## src/rtl/int_to_fp16_pipe.sv

```systemverilog
// int_to_fp16_pipe: three-stage integer-to-FP16 converter with round-to-nearest-even.
//   S1: sign / absolute value / zero detect
//   S2: leading-one detect and left normalisation
//   S3: round, exponent assembly, overflow handling
// Valid/ready handshake on both sides; one conversion per cycle when unstalled.
// Optional build macro: INT_TO_FP16_SATURATE_EN -- overflow yields the largest
// finite magnitude {sign,15'h7BFF} instead of signed infinity.
module int_to_fp16_pipe #(
  parameter int INT_W  = 32,
  parameter int SIGNED = 1
) (
  input  logic             clk,
  input  logic             rst,
  input  logic             in_valid,
  output logic             in_ready,
  input  logic [INT_W-1:0] int_in,
  output logic             out_valid,
  input  logic             out_ready,
  output logic [15:0]      fp_out,
  output logic             flag_inexact,
  output logic             flag_overflow
);

  // Normalised width: the operand plus 11 zero bits, so mantissa, guard and at
  // least one sticky bit always exist even for narrow inputs. Only the bits
  // below the leading one are kept in the S2 register.
  localparam int NW = INT_W + 11;
  localparam logic [INT_W-1:0] ONE = INT_W'(1);

  // Stage enables: a stage loads when empty or when its successor moves on.
  logic s1_en, s2_en, s3_en;

  logic             s1_valid_q, s2_valid_q, s3_valid_q;
  logic             s1_sign_q, s1_zero_q;
  logic [INT_W-1:0] s1_abs_q;
  logic             s2_sign_q, s2_zero_q;
  logic [5:0]       s2_p_q;
  logic [NW-2:0]    s2_norm_q;
  logic [15:0]      s3_fp_q;
  logic             s3_inx_q, s3_ovf_q;

  assign s3_en    = !s3_valid_q || out_ready;
  assign s2_en    = !s2_valid_q || s3_en;
  assign s1_en    = !s1_valid_q || s2_en;
  assign in_ready = s1_en;

  // ---------------- S1: sign and magnitude ----------------
  logic             s1_sign_d, s1_zero_d;
  logic [INT_W-1:0] s1_abs_d;

  // Two's-complement negate in INT_W bits; the most-negative value maps to
  // 2^(INT_W-1), which is exactly representable as an unsigned magnitude.
  always_comb begin
    s1_sign_d = (SIGNED != 0) ? int_in[INT_W-1] : 1'b0;
    s1_abs_d  = s1_sign_d ? (~int_in + ONE) : int_in;
    s1_zero_d = (int_in == '0);
  end

  // S1 register: captures a new word whenever the stage is enabled.
  always_ff @(posedge clk or posedge rst) begin
    if (rst) begin
      // NOTE: datapath registers are reset too, so the outputs read 0 after reset.
      s1_valid_q <= 1'b0;
      s1_sign_q  <= 1'b0;
      s1_zero_q  <= 1'b0;
      s1_abs_q   <= '0;
    end else if (s1_en) begin
      s1_valid_q <= in_valid;
      if (in_valid) begin
        s1_sign_q <= s1_sign_d;
        s1_zero_q <= s1_zero_d;
        s1_abs_q  <= s1_abs_d;
      end
    end
  end

  // ---------------- S2: leading-one detect and normalise ----------------
  logic [5:0]    lod_p;
  logic [5:0]    norm_sh;
  logic [NW-2:0] s2_norm_d;

  // Highest set bit wins because later loop iterations override earlier ones.
  always_comb begin
    // NOTE: default first so every path assigns lod_p and no latch is inferred.
    lod_p = '0;
    for (int i = 0; i < INT_W; i++) begin
      if (s1_abs_q[i]) lod_p = 6'(i);
    end
    norm_sh = 6'(INT_W - 1) - lod_p;
    // The leading one itself shifts out of the top; only fraction bits remain.
    s2_norm_d = {s1_abs_q[INT_W-2:0], 11'b0} << norm_sh;
  end

  // S2 register.
  always_ff @(posedge clk or posedge rst) begin
    if (rst) begin
      s2_valid_q <= 1'b0;
      s2_sign_q  <= 1'b0;
      s2_zero_q  <= 1'b0;
      s2_p_q     <= '0;
      s2_norm_q  <= '0;
    end else if (s2_en) begin
      s2_valid_q <= s1_valid_q;
      if (s1_valid_q) begin
        s2_sign_q <= s1_sign_q;
        s2_zero_q <= s1_zero_q;
        s2_p_q    <= lod_p;
        s2_norm_q <= s2_norm_d;
      end
    end
  end

  // ---------------- S3: round and pack ----------------
  logic [9:0]  mant;
  logic        guard, sticky, round_up;
  logic [10:0] mant_r;
  logic [6:0]  exp_r;
  logic [15:0] s3_fp_d;
  logic        s3_inx_d, s3_ovf_d;

  // Round-to-nearest-even; a mantissa carry-out bumps the exponent.
  always_comb begin
    mant     = s2_norm_q[NW-2 -: 10];
    guard    = s2_norm_q[NW-12];
    sticky   = |s2_norm_q[NW-13:0];
    round_up = guard && (sticky || mant[0]);
    mant_r   = {1'b0, mant} + {10'b0, round_up};
    exp_r    = 7'(s2_p_q) + 7'd15 + {6'b0, mant_r[10]};
    s3_fp_d  = {s2_sign_q, exp_r[4:0], mant_r[9:0]};
    s3_inx_d = guard | sticky;
    s3_ovf_d = 1'b0;
    if (s2_zero_q) begin
      s3_fp_d  = 16'h0000;
      s3_inx_d = 1'b0;
    end else if (exp_r >= 7'd31) begin
`ifdef INT_TO_FP16_SATURATE_EN
      s3_fp_d  = {s2_sign_q, 15'h7BFF};
`else
      s3_fp_d  = {s2_sign_q, 5'h1F, 10'h000};
`endif
      s3_inx_d = 1'b1;
      s3_ovf_d = 1'b1;
    end
  end

  // S3 register: holds the result stable while downstream stalls.
  always_ff @(posedge clk or posedge rst) begin
    if (rst) begin
      s3_valid_q <= 1'b0;
      s3_fp_q    <= '0;
      s3_inx_q   <= 1'b0;
      s3_ovf_q   <= 1'b0;
    end else if (s3_en) begin
      // NOTE: non-blocking assignments keep all stages shifting on the same edge.
      s3_valid_q <= s2_valid_q;
      if (s2_valid_q) begin
        s3_fp_q  <= s3_fp_d;
        s3_inx_q <= s3_inx_d;
        s3_ovf_q <= s3_ovf_d;
      end
    end
  end

  assign out_valid     = s3_valid_q;
  assign fp_out        = s3_fp_q;
  assign flag_inexact  = s3_inx_q;
  assign flag_overflow = s3_ovf_q;

endmodule
```

## config.mk

```make
export PLATFORM = sky130hd
export DESIGN_NAME = int_to_fp16_pipe
export DESIGN_NICKNAME = d
export VERILOG_FILES = /design/src/rtl/int_to_fp16_pipe.sv
export SDC_FILE = /design/constraint.sdc
export NUM_CORES = 1
export LEC_CHECK = 0
export ABC_AREA = 1
export BUFFER_PORTS_ARGS = -buffer_cell sky130_fd_sc_hd__buf_2
export CAP_MARGIN = 20
export CELL_PAD_IN_SITES_DETAIL_PLACEMENT = 1
export CELL_PAD_IN_SITES_GLOBAL_PLACEMENT = 2
export CORE_MARGIN = 2
export CORE_UTILIZATION = 25
export CTS_CLUSTER_SIZE = 24
export DETAILED_ROUTE_END_ITERATION = 7
export GPL_ROUTABILITY_DRIVEN = 0
export GPL_TIMING_DRIVEN = 0
export PLACE_DENSITY_LB_ADDON = 0.1
export SETUP_SLACK_MARGIN = 0.15
export SLEW_MARGIN = 10
export SYNTH_ARGS = -nofsm -noshare
export SYNTH_HDL_FRONTEND = slang
export SYNTH_SLANG_ARGS = --single-unit
```

## constraint.sdc

```tcl
create_clock -name clk -period 9.33 [get_ports clk]
set_input_delay 0.4665 -clock clk [delete_from_list [all_inputs] [get_ports clk]]
set_output_delay 0.4665 -clock clk [all_outputs]
set_load 0.05 [all_outputs]
```

* Word-level counts from Yosys, hierarchy flattened
Index checks and enable logic that the tools add are counted.
** Storage, ports and cells
- Bits in registers :: 105
- Input port bits :: 36
- Logic and storage cells :: 73
** Operators by class
- Add/sub/neg operators :: 5
- $lt $le $gt $ge :: 1
- Shift-type cells :: 1
- Mux-type cells :: 38
- Bitwise gates (word level) :: 2
- Reductions and logical operators :: 13
** Operators by type and width (number)
- $mux 6 :: 30
- $shl 42x6->42 :: 1
- $add 32x1->32 const B :: 1
- $logic_not 32->1 :: 1
- $mux 32 :: 1
- $not 32->32 :: 1
- $reduce_or 31->1 :: 1
- $mux 16 :: 1
- $mux 15 :: 1
- $add 10x1->11 :: 1
- $add 6x4->7 const B :: 1
- $add 7x1->7 :: 1
- $ge 7x5->1 const B :: 1
- $reduce_and 2->1 :: 3
- $sub 5x6->6 const A :: 1
- $mux 1 :: 5
- $logic_or 1x1->1 :: 4
- $logic_not 1->1 :: 3
- $logic_and 1x1->1 :: 1
- $or 1x1->1 :: 1

* Logic depth before layout (Yosys ltp)
Gate-level depths: netlist of run 1.
- Word-level depth :: 33
- Gate-level depth with buffers :: 40
- Mapped depth without buffers :: 40

* Worst setup path before layout of run 1
Ideal clock, no wire load.
- Path kind :: reg2reg
- Start :: reg s2_norm_q[26]
- End :: reg s3_fp_q[0] (netlist: fp_out[0])
- Library setup time :: 0.130 ns
- Arrival time :: 2.794 ns
- Required time :: 9.200 ns
- Setup slack :: 6.406 ns
- Cell stages (with the launch flop) :: 21
- Period minus slack after synthesis :: 2.924 ns
- Cells stage by stage :: dfrtp_1 nor2_1 nand3_1 nor4_1 nand4_1 o21ai_0 inv_1 ha_1 ha_1 nand3_1 nand3b_1 nor2_1 nand4_1 ha_1 ha_1 nand2_1 xor2_1 nor4_1 nand2_1 nand3_1 o21ai_0
** Between the ends
- Word-level cells in the longest chain between the ends :: 8
** Ends and longest elaborated chain
- start: declaration :: RTL line 38 : logic [NW-2:0] s2_norm_q;
- start signal: assignment :: RTL line 108 : s2_norm_q <= s2_norm_d;
- $reduce_or 31->1 (*) :: RTL line 125 : sticky = |s2_norm_q[NW-13:0];
- $logic_or 1x1->1 (*) :: RTL line 126 : round_up = guard && (sticky || mant[0]);
- $logic_and 1x1->1 (*) :: RTL line 126
- $add 10x1->11 (*) :: RTL line 127 : mant_r = {1'b0, mant} + {10'b0, round_up};
- $add 7x1->7 :: RTL line 128 : exp_r = 7'(s2_p_q) + 7'd15 + {6'b0, mant_r[10]};
- $ge 7x5->1 :: RTL line 135 : end else if (exp_r >= 7'd31) begin
- $mux 15 (*) :: RTL line 135
- $mux 16 (*) :: RTL line 132 : if (s2_zero_q) begin
- end signal: assignment :: RTL line 157 : s3_fp_q <= s3_fp_d;
- end: declaration :: RTL line 39 : logic [15:0] s3_fp_q;
Every way passes the cells marked *; elsewhere a longest branch is shown, timed or not.
A chain may end at the register's enable or synchronous reset.

* Worst setup path in the final report of run 1
- Start :: reg s2_norm_q[26]
- End :: reg s3_fp_q[4] (netlist: fp_out[4])
The elaborated chain is that of the path after synthesis.

==> results of run 1 <==
[layer usage]
metal / up-vias / track usage, % / share of wire (%)
li1: 3187 / - / -
met1: 2947 / 23.6 / 48
met2: 83 / 31.8 / 48
met3: 17 / 1.71 / 1.9
met4: 0 / 4.79 / 1.4
met5: - / 0 / 0
[per-stage QoR]
step	setup WS [ns]	utilization, %	cell area [um^2]
after floorplan	6.41	-	6310
after global placement	5.02	28.0	6990
after detailed placement	5.45	28.1	7020
after CTS	5.40	29.4	7330
after global routing	5.05	29.4	7330
final	5.56	29.4	7330
[power by group through the flow]
stage          clock network (W)  logic (W)  registers, W
2_1_floorplan                  0   0.000602      0.000753
3_3_place_gp                   0    0.00101      0.000653
3_5_place_dp                   0    0.00101      0.000657
4_1_cts                 0.000409    0.00102      0.000650
5_1_grt                 0.000423    0.00113      0.000669
6_report                0.000397    0.00100      0.000647
[Yosys cell counts (2+ instances only)]
| cell type | instances |
|---|---|
| nand2_1 | 265 |
| nand3_1 | 182 |
| dfrtp_1 | 93 |
| inv_1 | 83 |
| o21ai_0 | 66 |
| nor2_1 | 49 |
| xor2_1 | 26 |
| clkbuf_1 | 25 |
| nand4_1 | 15 |
| xnor2_1 | 13 |
| buf_2 | 12 |
| nor4_1 | 12 |
| nand2_2 | 11 |
| a21oi_1 | 9 |
| nor3_1 | 8 |
| o211ai_1 | 7 |
| ha_1 | 5 |
| o31ai_1 | 5 |
| inv_2 | 4 |
| nand3_2 | 4 |
| buf_4 | 2 |
| clkinv_1 | 2 |
| nand2_4 | 2 |
| o21ai_1 | 2 |
| o22ai_1 | 2 |
| o32ai_1 | 2 |
| o41ai_1 | 2 |
[cells by family after synthesis]
family / share of synthesized area, %
and+or+nand+nor: 38.9
DFF: 36.9
adders and majority gates: 0.991
buffers and inverters: 8.45
xor gates and xnor gates: 5.41
AOI/OAI and AO/OA: 9.36
[layout make-up]
type / instances / area (um^2) / share of cell area, %
buffer: 42 / 199 / 2.71
clock buffer: 9 / 225 / 3.07
clock inverter: 7 / 81.3 / 1.11
inverter: 89 / 337 / 4.59
multi-input combinational: 697 / 3450 / 47.1
sequential: 93 / 2330 / 31.8
tap: 330 / 413 / 5.63
timing repair buffer: 55 / 298 / 4.06
[final timing paths]
check                                   start             to  cells after the start
worst max-delay path            s2_norm_q[26]      fp_out[4]                     20
worst max register to register  s2_norm_q[26]      fp_out[4]                     20
max in group asynchronous                 rst     s1_valid_q                      3
worst min register to register     s2_valid_q      out_valid                      2
min in group clk                    out_ready      out_valid                      4
worst min-delay path                      rst  s2_norm_q[24]                      2
[registers in the layout, summed over array words and instances (netlist names)]
signal	flops
s1_abs_q	32
s2_zero_q	1
fp_out	16
s1_zero_q	1
s2_valid_q	1
flag_overflow	1
flag_inexact	1
s2_p_q	5
out_valid	1
s2_norm_q	31
s2_sign_q	1
s1_sign_q	1
s1_valid_q	1
[layout by cell type, fill, tap and decap left out, types with 2 or more instances in the layout]
cell type and instances:
o31ai_1 5, buf_2 66, ha_1 5, o22ai_1 2, o211ai_1 7, inv_6 2
nor2_1 49, nor3_1 8, buf_4 2, clkinvlp_4 3, o21ai_1 2, nand4_1 15
nand2_2 11, nand3_2 4, nand3_1 182, inv_1 82, a21oi_1 9, nand2_4 2
nand2_1 265, clkinv_1 2, clkbuf_1 25, o32ai_1 2, xor2_1 26, xnor2_1 13
o21ai_0 66, dfrtp_1 93, inv_2 4, nor4_1 12, o41ai_1 2, clkbuf_16 9
[worst max-delay path, stage by stage, from the launching register on]
cell and delay, ns:
dfrtp_1 0.38, nor2_1 0.13, nand3_1 0.08, nor4_1 0.30, nand4_1 0.27, o21ai_0 0.23, inv_1 0.06, ha_1 0.23
ha_1 0.22, nand3_1 0.11, nand3b_1 0.16, nor2_1 0.08, nand4_1 0.09, ha_1 0.18, ha_1 0.18, nand2_1 0.07
xor2_1 0.15, nor4_1 0.20, nand2_1 0.11, nand3_1 0.26, o21ai_0 0.13
==> impl_metrics.ini, run 1 <==
[cells_and_area]
drive_above_1_share_pct = 11.3
n_antenna_cell = 0
area_delta_synth_final_pct = 16.2
final_cells = 1322
layout.nets = 1028
fillCellCount = 3183

[clock_tree]
root_buffer = clkbuf_16
clk_path_buf_depth = 2
post_cts_buffers = 0
htree_levels = 3
insertion_delay_ns = 0.37
clock_sinks = 93
cts_hold_buf = 0
tritoncts = built
cts_resized = 0
numCtsBuffers = 9
clk_pin_slew_ns = 0.07

[timing]
rsz0062_at_grt = no
tightest_slew_ns = 0.796
setup_tns_ns = 0
hold_viol_final = 0
max_freq_mhz = 265
fin_skew_ns = 0.0142
setup_viol = 0
fin_crit_ns = 3.77
relSlewSlack_pct = 46.4
whs_ns = 0.149
drv_slew = 0
min_period_over_period_pct = 40.4

[setup_path]
worst-setup-path-type = flop to flop
crit_arrival_ns = 4.00
worst-r2r-setup-slack_ns = 5.56
cp_max_fo = 10
endpoint_kind = flop
cp.required_ns = 9.56
start_kind = flop

[power]
ir_drop_mv = 0.0992
intPower_w = 0.00105
p_leak_nw = 3.52
sw_frac_of_total_pct = 48.7
clock_power_share_pct = 19.4
power.switching_w = 0.000998
p_per_area_nw_per_um2 = 279
p_seq_share_pct = 31.6
power_frac_comb_pct = 49.0
fin_total_pwr_w = 0.00205

[route]
routedWlPerCell_um = 17.4
drt_pre_antenna_iters = 6
drt_iter0_drc = 302
via_count = 6234
wl_mm = 23.0
vias_per_cell = 4.72
ant_nets = 0
drc = 0

[yosys]
synth_area_leaders = dfrtp_1 (37%), nand2_1 (16%), nand3_1 (14%), o21ai_0 (5.2%), inv_1 (4.9%)
avgSynthCellArea_um2 = 6.85
syn-instance-count = 921
synth_area_um2 = 6310
ys_seq_area_share_pct = 36.9
post-synth-top-area-fraction_pct = 36.9
synth_enable_flop_cells = 0
yosysWarnings = 0
synthArstFlopShare_pct = 100
synth-seq-cells = 93
ys.flop_type = dfrtp_1
synth_top_area_cell = dfrtp_1
synth.distinct_cells = 40
synthesis.nets = 962

[placement]
dpl.cell_count = 1306
post-dp-hpwl_mm = 18.8
port_buffers = 54

[die]
rows = 58
fp.dieW_um = 163
pin_count = 56
start_util_pct = 25.3
core_um2 = 25000
die_h_um = 163
dieArea_um2 = 26500

[global_routing]
grt_pass1_wl_mm = 36.7
grt_pass1_vias = 6453
grt_max_degree = 57
gr-usage-all-layers_pct = 18.1
antenna_found_initial = 0
overflow = 0

[worst_hold_path]
hold_class = input port to async pin

[status]
status = completed

[flow_run]
cap_violations = 0
No activity file was read; power rests on OpenSTA's default activity.
==> run 2, diff against run 1 <==
Clock period 9.33 ns to 3.4 ns, I/O delays scaled along.
==> impl_metrics.ini, run 2 (synthesis gave the netlist of run 1 again) <==
[cells_and_area]
final_area_um2 = 8490
n_antenna_cell = 0
final_common_cell = nand2_1
area_delta_synth_final_pct = 34.6
drive_above_1_share_pct = 29.5
regMostFlops = s1_abs_q
mostFrequentLayoutCells = nand2_1 (211), nand3_1 (98), dfrtp_1 (91)
regArea_um2 = 2330
multi_input_area_um2 = 4390
fin_util_pct = 34.0
layout.nets = 1051
largest_register_ffs = 32
fillCellCount = 3086

[die]
core_um2 = 25000
die_h_um = 163
start_util_pct = 25.3
dieArea_um2 = 26500
fp.dieW_um = 163
pin_count = 56
rows = 58

[timing]
fin_crit_ns = 3.25
rsz0062_at_grt = yes
tightest_slew_ns = 0.799
max_freq_mhz = 308
min_period_over_period_pct = 95.5
fin_skew_ns = 0.0167
relSlewSlack_pct = 46.2
setup_viol = 0
hold_viol_final = 0
setup_tns_ns = 0
drv_slew = 0
fin_ws_ns = 0.154

[route]
via_count = 6423
routedWlPerCell_um = 17.8
drt_pre_antenna_iters = 4
drc = 0
ant_nets = 0
wl_mm = 24.0
drt_iter0_drc = 257
vias_per_cell = 4.78

[status]
status = completed

[power]
intPower_w = 0.00328
p_leak_nw = 3.92
p_per_area_nw_per_um2 = 763
ir_drop_mv = 0.289
p_seq_share_pct = 27.9
power_frac_comb_pct = 55.2
sw_frac_of_total_pct = 49.4
power.switching_w = 0.00320
clock_power_share_pct = 16.9

[placement]
place_ws_ns = -0.485
post-dp-hpwl_mm = 18.8
placed_cell_area_um2 = 7020
port_buffers = 54

[setup_path]
r2r_start = s2_norm_q[26]
start_kind = flop
worst-r2r-setup-slack_ns = 0.15
crit_arrival_ns = 3.52
endpoint_kind = flop
cp_max_fo = 6
cp.required_ns = 3.68
worstRegToRegCells = 21
worst-setup-path-type = flop to flop
regToRegEndpoint = fp_out[10]

[global_routing]
grt_pass1_wl_mm = 37.1
grt_pass1_vias = 6534
grt_max_degree = 57
gr-usage-all-layers_pct = 18.2
antenna_found_initial = 0
overflow = 0

[clock_tree]
tritoncts = built
numCtsBuffers = 9
root_buffer = clkbuf_16
insertion_delay_ns = 0.37
clock_sinks = 93
htree_levels = 3
clk_pin_slew_ns = 0.08
clk_path_buf_depth = 2

[worst_hold_path]
hold_start = out_ready
hold_depth = 4
holdPathEnd = out_valid
hold_class = input port to flop

[flow_run]
cap_violations = 0
-- run 2: changes by cell type in the layout (fill, tap and decap cells not counted), moves of 6 or more --
cell	delta
nand2_4	+11
nand3_4	+12
nand3_1	-84
nand2_1	-54
o21ai_2	+8
buf_4	+14
nand2_2	+41
o21ai_0	-14
nand3_2	+73
o21ai_1	+6
-- run 2: routing by layer --
metal	global-route usage, %	up-vias	wire length (um)
met1	23.8	3082	11200
met5	0	-	0
met2	32.4	78	12000
met3	1.71	21	413
li1	-	3242	-
met4	4.63	0	395
-- run 2: worst max path at each step --
stage	start	to	slack, ns	depth (start not counted)
after global routing	s1_abs_q[2]	s2_norm_q[25]	-0.16	39
after detailed placement	s2_norm_q[26]	fp_out[4]	-0.48	20
after floorplan	s2_norm_q[26]	fp_out[0]	0.48	20
final	s2_norm_q[26]	fp_out[10]	0.15	21
after global placement	rst	s1_abs_q[26]	-0.61	2
after CTS	s2_norm_q[27]	fp_out[11]	-0.13	21
-- run 2: power groups by stage --
stage / Combinational (W) / Clock (W) / Sequential [W]
2_1_floorplan: 0.00165 / 0 / 0.00207
3_3_place_gp: 0.00278 / 0 / 0.00179
3_5_place_dp: 0.00278 / 0 / 0.00180
4_1_cts: 0.00296 / 0.00112 / 0.00179
5_1_grt: 0.00394 / 0.00116 / 0.00187
6_report: 0.00358 / 0.00110 / 0.00181
-- run 2: what timing repair did --
action,in CTS,in global routing
pin swaps,12,67
endpoints found under the setup margin,35,47
setup buffers,9,8
resized for setup,39,186
hold buffers,1,0
cloned,1,4
hold endpoints to repair,37,0
-- run 2: critical path, cell delays in order, from the launching register on --
cell      delay (ns)
dfrtp_1         0.40
nor2_2          0.12
nand3_1         0.09
nor4_2          0.20
nand4_1         0.20
o21ai_1         0.17
inv_1           0.08
ha_4            0.17
ha_4            0.15
nand3_2         0.07
nand3b_1        0.15
nor2_2          0.06
nand4_1         0.09
ha_2            0.22
ha_4            0.15
buf_6           0.10
xnor2_4         0.06
nor4_2          0.21
nand2_1         0.11
nand2_1         0.09
nand2_2         0.10
o211ai_1        0.15
-- run 2: area by class of cell --
type | count | share of cell area, %
Buffer | 42 | 2.64
Inverter | 89 | 3.96
Timing Repair Buffer | 75 | 5.81
Clock inverter | 7 | 0.958
Multi-Input combinational cell | 700 | 51.7
Clock buffer | 9 | 2.65
Sequential cell | 93 | 27.4
Tap cell | 330 | 4.86
-- run 2: stage by stage --
stage,hold slack [ns],power (W),instances
after global placement,0.461,0.00457,1305
after detailed placement,0.260,0.00459,1306
after floorplan,0.342,0.00372,921
after CTS,0.0860,0.00588,1333
after global routing,0.106,0.00697,1345
final,0.0883,0.00648,1345
==> run 3, diff against run 2 <==
Settings changed: HOLD_SLACK_MARGIN set to 0.15.
==> impl_metrics.ini, run 3 (synthesis gave the netlist of run 1 again) <==
[clock_tree]
clk_pin_slew_ns = 0.07
htree_levels = 3
clk_path_buf_depth = 2
clock_sinks = 93
root_buffer = clkbuf_16
insertion_delay_ns = 0.37
numCtsBuffers = 9
tritoncts = built

[setup_path]
critPathTopFamily = simple AND/OR/NAND/NOR gates
cp_slowest_stage_delay_ns = 0.40
crit_path_frequent_cell = ha_4
worst-r2r-setup-slack_ns = 0.15
start_kind = flop
endpoint_kind = flop
crit_arrival_ns = 3.52
cp_cell_sequence = nor2_2, nand3_1, nor4_2, nand4_1, o21ai_1, inv_1, ha_4, ha_4, nand3_2, nand3b_1, nor2_2, nand4_1, ha_2, ha_4, buf_6, xnor2_4, nor4_2, nand2_1, nand2_1, nand2_2, o211ai_1
cp.buffers_inverters = 2
worst-setup-path-type = flop to flop
cp.required_ns = 3.68
slowest_stage = dfrtp_1
cp_max_fo = 6

[global_routing]
antenna_found_initial = 0
grt_max_degree = 57
grt_pass1_vias = 6628
grt_pass1_wl_mm = 37.4
overflow = 0
gr-usage-all-layers_pct = 18.4

[route]
drc = 0
vias_per_cell = 4.76
drt_pre_antenna_iters = 4
routedWlPerCell_um = 17.6
wl_mm = 24.0
via_count = 6470
ant_nets = 0
drt_iter0_drc = 315

[timing]
setup_tns_ns = 0
tightest_slew_ns = 0.818
rsz0062_at_grt = yes
max_freq_mhz = 308
fin_crit_ns = 3.25
fin_skew_ns = 0.0158
hold_viol_final = 0
relSlewSlack_pct = 45.5
drv_slew = 0
min_period_over_period_pct = 95.5
fin_ws_ns = 0.153
setup_viol = 0

[die]
rows = 58
die_h_um = 163
core_um2 = 25000
dieArea_um2 = 26500
pin_count = 56
start_util_pct = 25.3
fp.dieW_um = 163

[cells_and_area]
mostFrequentLayoutCells = nand2_1 (213), nand3_1 (102), dfrtp_1 (91)
layout.nets = 1065
final_common_cell = nand2_1
n_antenna_cell = 0
final_cells = 1359
multi_input_area_um2 = 4340
drive_above_1_share_pct = 28.4
regMostFlops = s1_abs_q
regArea_um2 = 2330
fillCellCount = 3090
largest_register_ffs = 32
area_delta_synth_final_pct = 36.0

[placement]
post-dp-hpwl_mm = 18.8
dpl.cell_count = 1306
place_ws_ns = -0.485
port_buffers = 54

[status]
status = completed

[power]
p_leak_nw = 3.96
p_per_area_nw_per_um2 = 752
intPower_w = 0.00328
power.switching_w = 0.00317
sw_frac_of_total_pct = 49.2
power_frac_comb_pct = 55.1
clock_power_share_pct = 17.0
ir_drop_mv = 0.289
p_seq_share_pct = 28.0

[flow_run]
cap_violations = 0

[worst_hold_path]
hold_class = input port to flop
run 3: changes by cell type in the layout (fill, tap and decap cells not counted):
cell / change
nand2_4: -1
nand2_2: -1
nand3_4: -2
o21ai_0: -1
o21ai_1: +1
nand3_2: -2
nand3_1: +4
o32ai_1: +1
dlygate4sd3_1: +14
nand2_1: +2
o32ai_2: -1
run 3: what timing repair did:
action	4_1_cts	5_1_grt
endpoints found under the hold margin	49	0
hold buffers	15	0
pin swaps	12	57
buffers inserted	9	8
gates resized for setup	39	177
setup endpoints to repair	35	47
gates cloned	1	4
run 3: worst paths after layout:
path | to | cells after the start | startpoint
max | fp_out[10] | 21 | s2_norm_q[26]
min | s1_abs_q[21] | 3 | int_in[21]
max reg2reg | fp_out[10] | 21 | s2_norm_q[26]
min reg2reg | s2_norm_q[19] | 2 | s2_norm_q[19]
max in group asynchronous | s1_valid_q | 4 | rst
min in group asynchronous | s2_norm_q[24] | 3 | rst
run 3: routing by layer:
metal  wire, um  global-route usage [%]  part of all wire, %
met1      11100                    23.8                   46
met2      12000                    32.8                   50
met3        489                    1.71                  2.0
met4        370                    4.63                  1.5
met5          0                       0                    0
run 3: power groups by stage:
stage / Sequential (W) / Combinational (W) / Clock (W)
2_1_floorplan: 0.00207 / 0.00165 / 0
3_3_place_gp: 0.00179 / 0.00278 / 0
3_5_place_dp: 0.00180 / 0.00278 / 0
4_1_cts: 0.00179 / 0.00297 / 0.00112
5_1_grt: 0.00186 / 0.00393 / 0.00116
6_report: 0.00180 / 0.00355 / 0.00109
run 3: metrics by stage:
| step | total power [W] | util (%) | cell area [um^2] | hold WS, ns |
|---|---|---|---|---|
| after floorplan | 0.00372 | - | 6310 | 0.342 |
| after global placement | 0.00457 | 28.0 | 6990 | 0.461 |
| after detailed placement | 0.00459 | 28.1 | 7020 | 0.260 |
| after CTS | 0.00589 | 30.9 | 7710 | 0.151 |
| after global routing | 0.00696 | 34.4 | 8580 | 0.166 |
| final | 0.00645 | 34.4 | 8580 | 0.141 |
run 3: layout make-up:
| type | instances | share of cell area, % |
|---|---|---|
| flip-flops and latches | 93 | 27.2 |
| clock inverters | 7 | 0.948 |
| well taps | 330 | 4.81 |
| repair buffers | 89 | 7.38 |
| plain buffers | 42 | 2.61 |
| inverters | 89 | 3.92 |
| clock buffers | 9 | 2.63 |
| multi-input cells | 700 | 50.5 |
run 3: worst register-to-register path, cell delays in order (launching register included):
cell	delay, ns
dfrtp_1	0.40
nor2_2	0.12
nand3_1	0.09
nor4_2	0.20
nand4_1	0.20
o21ai_1	0.17
inv_1	0.08
ha_4	0.17
ha_4	0.15
nand3_2	0.07
nand3b_1	0.15
nor2_2	0.06
nand4_1	0.09
ha_2	0.22
ha_4	0.15
buf_6	0.10
xnor2_4	0.06
nor4_2	0.21
nand2_1	0.11
nand2_1	0.09
nand2_2	0.10
o211ai_1	0.15
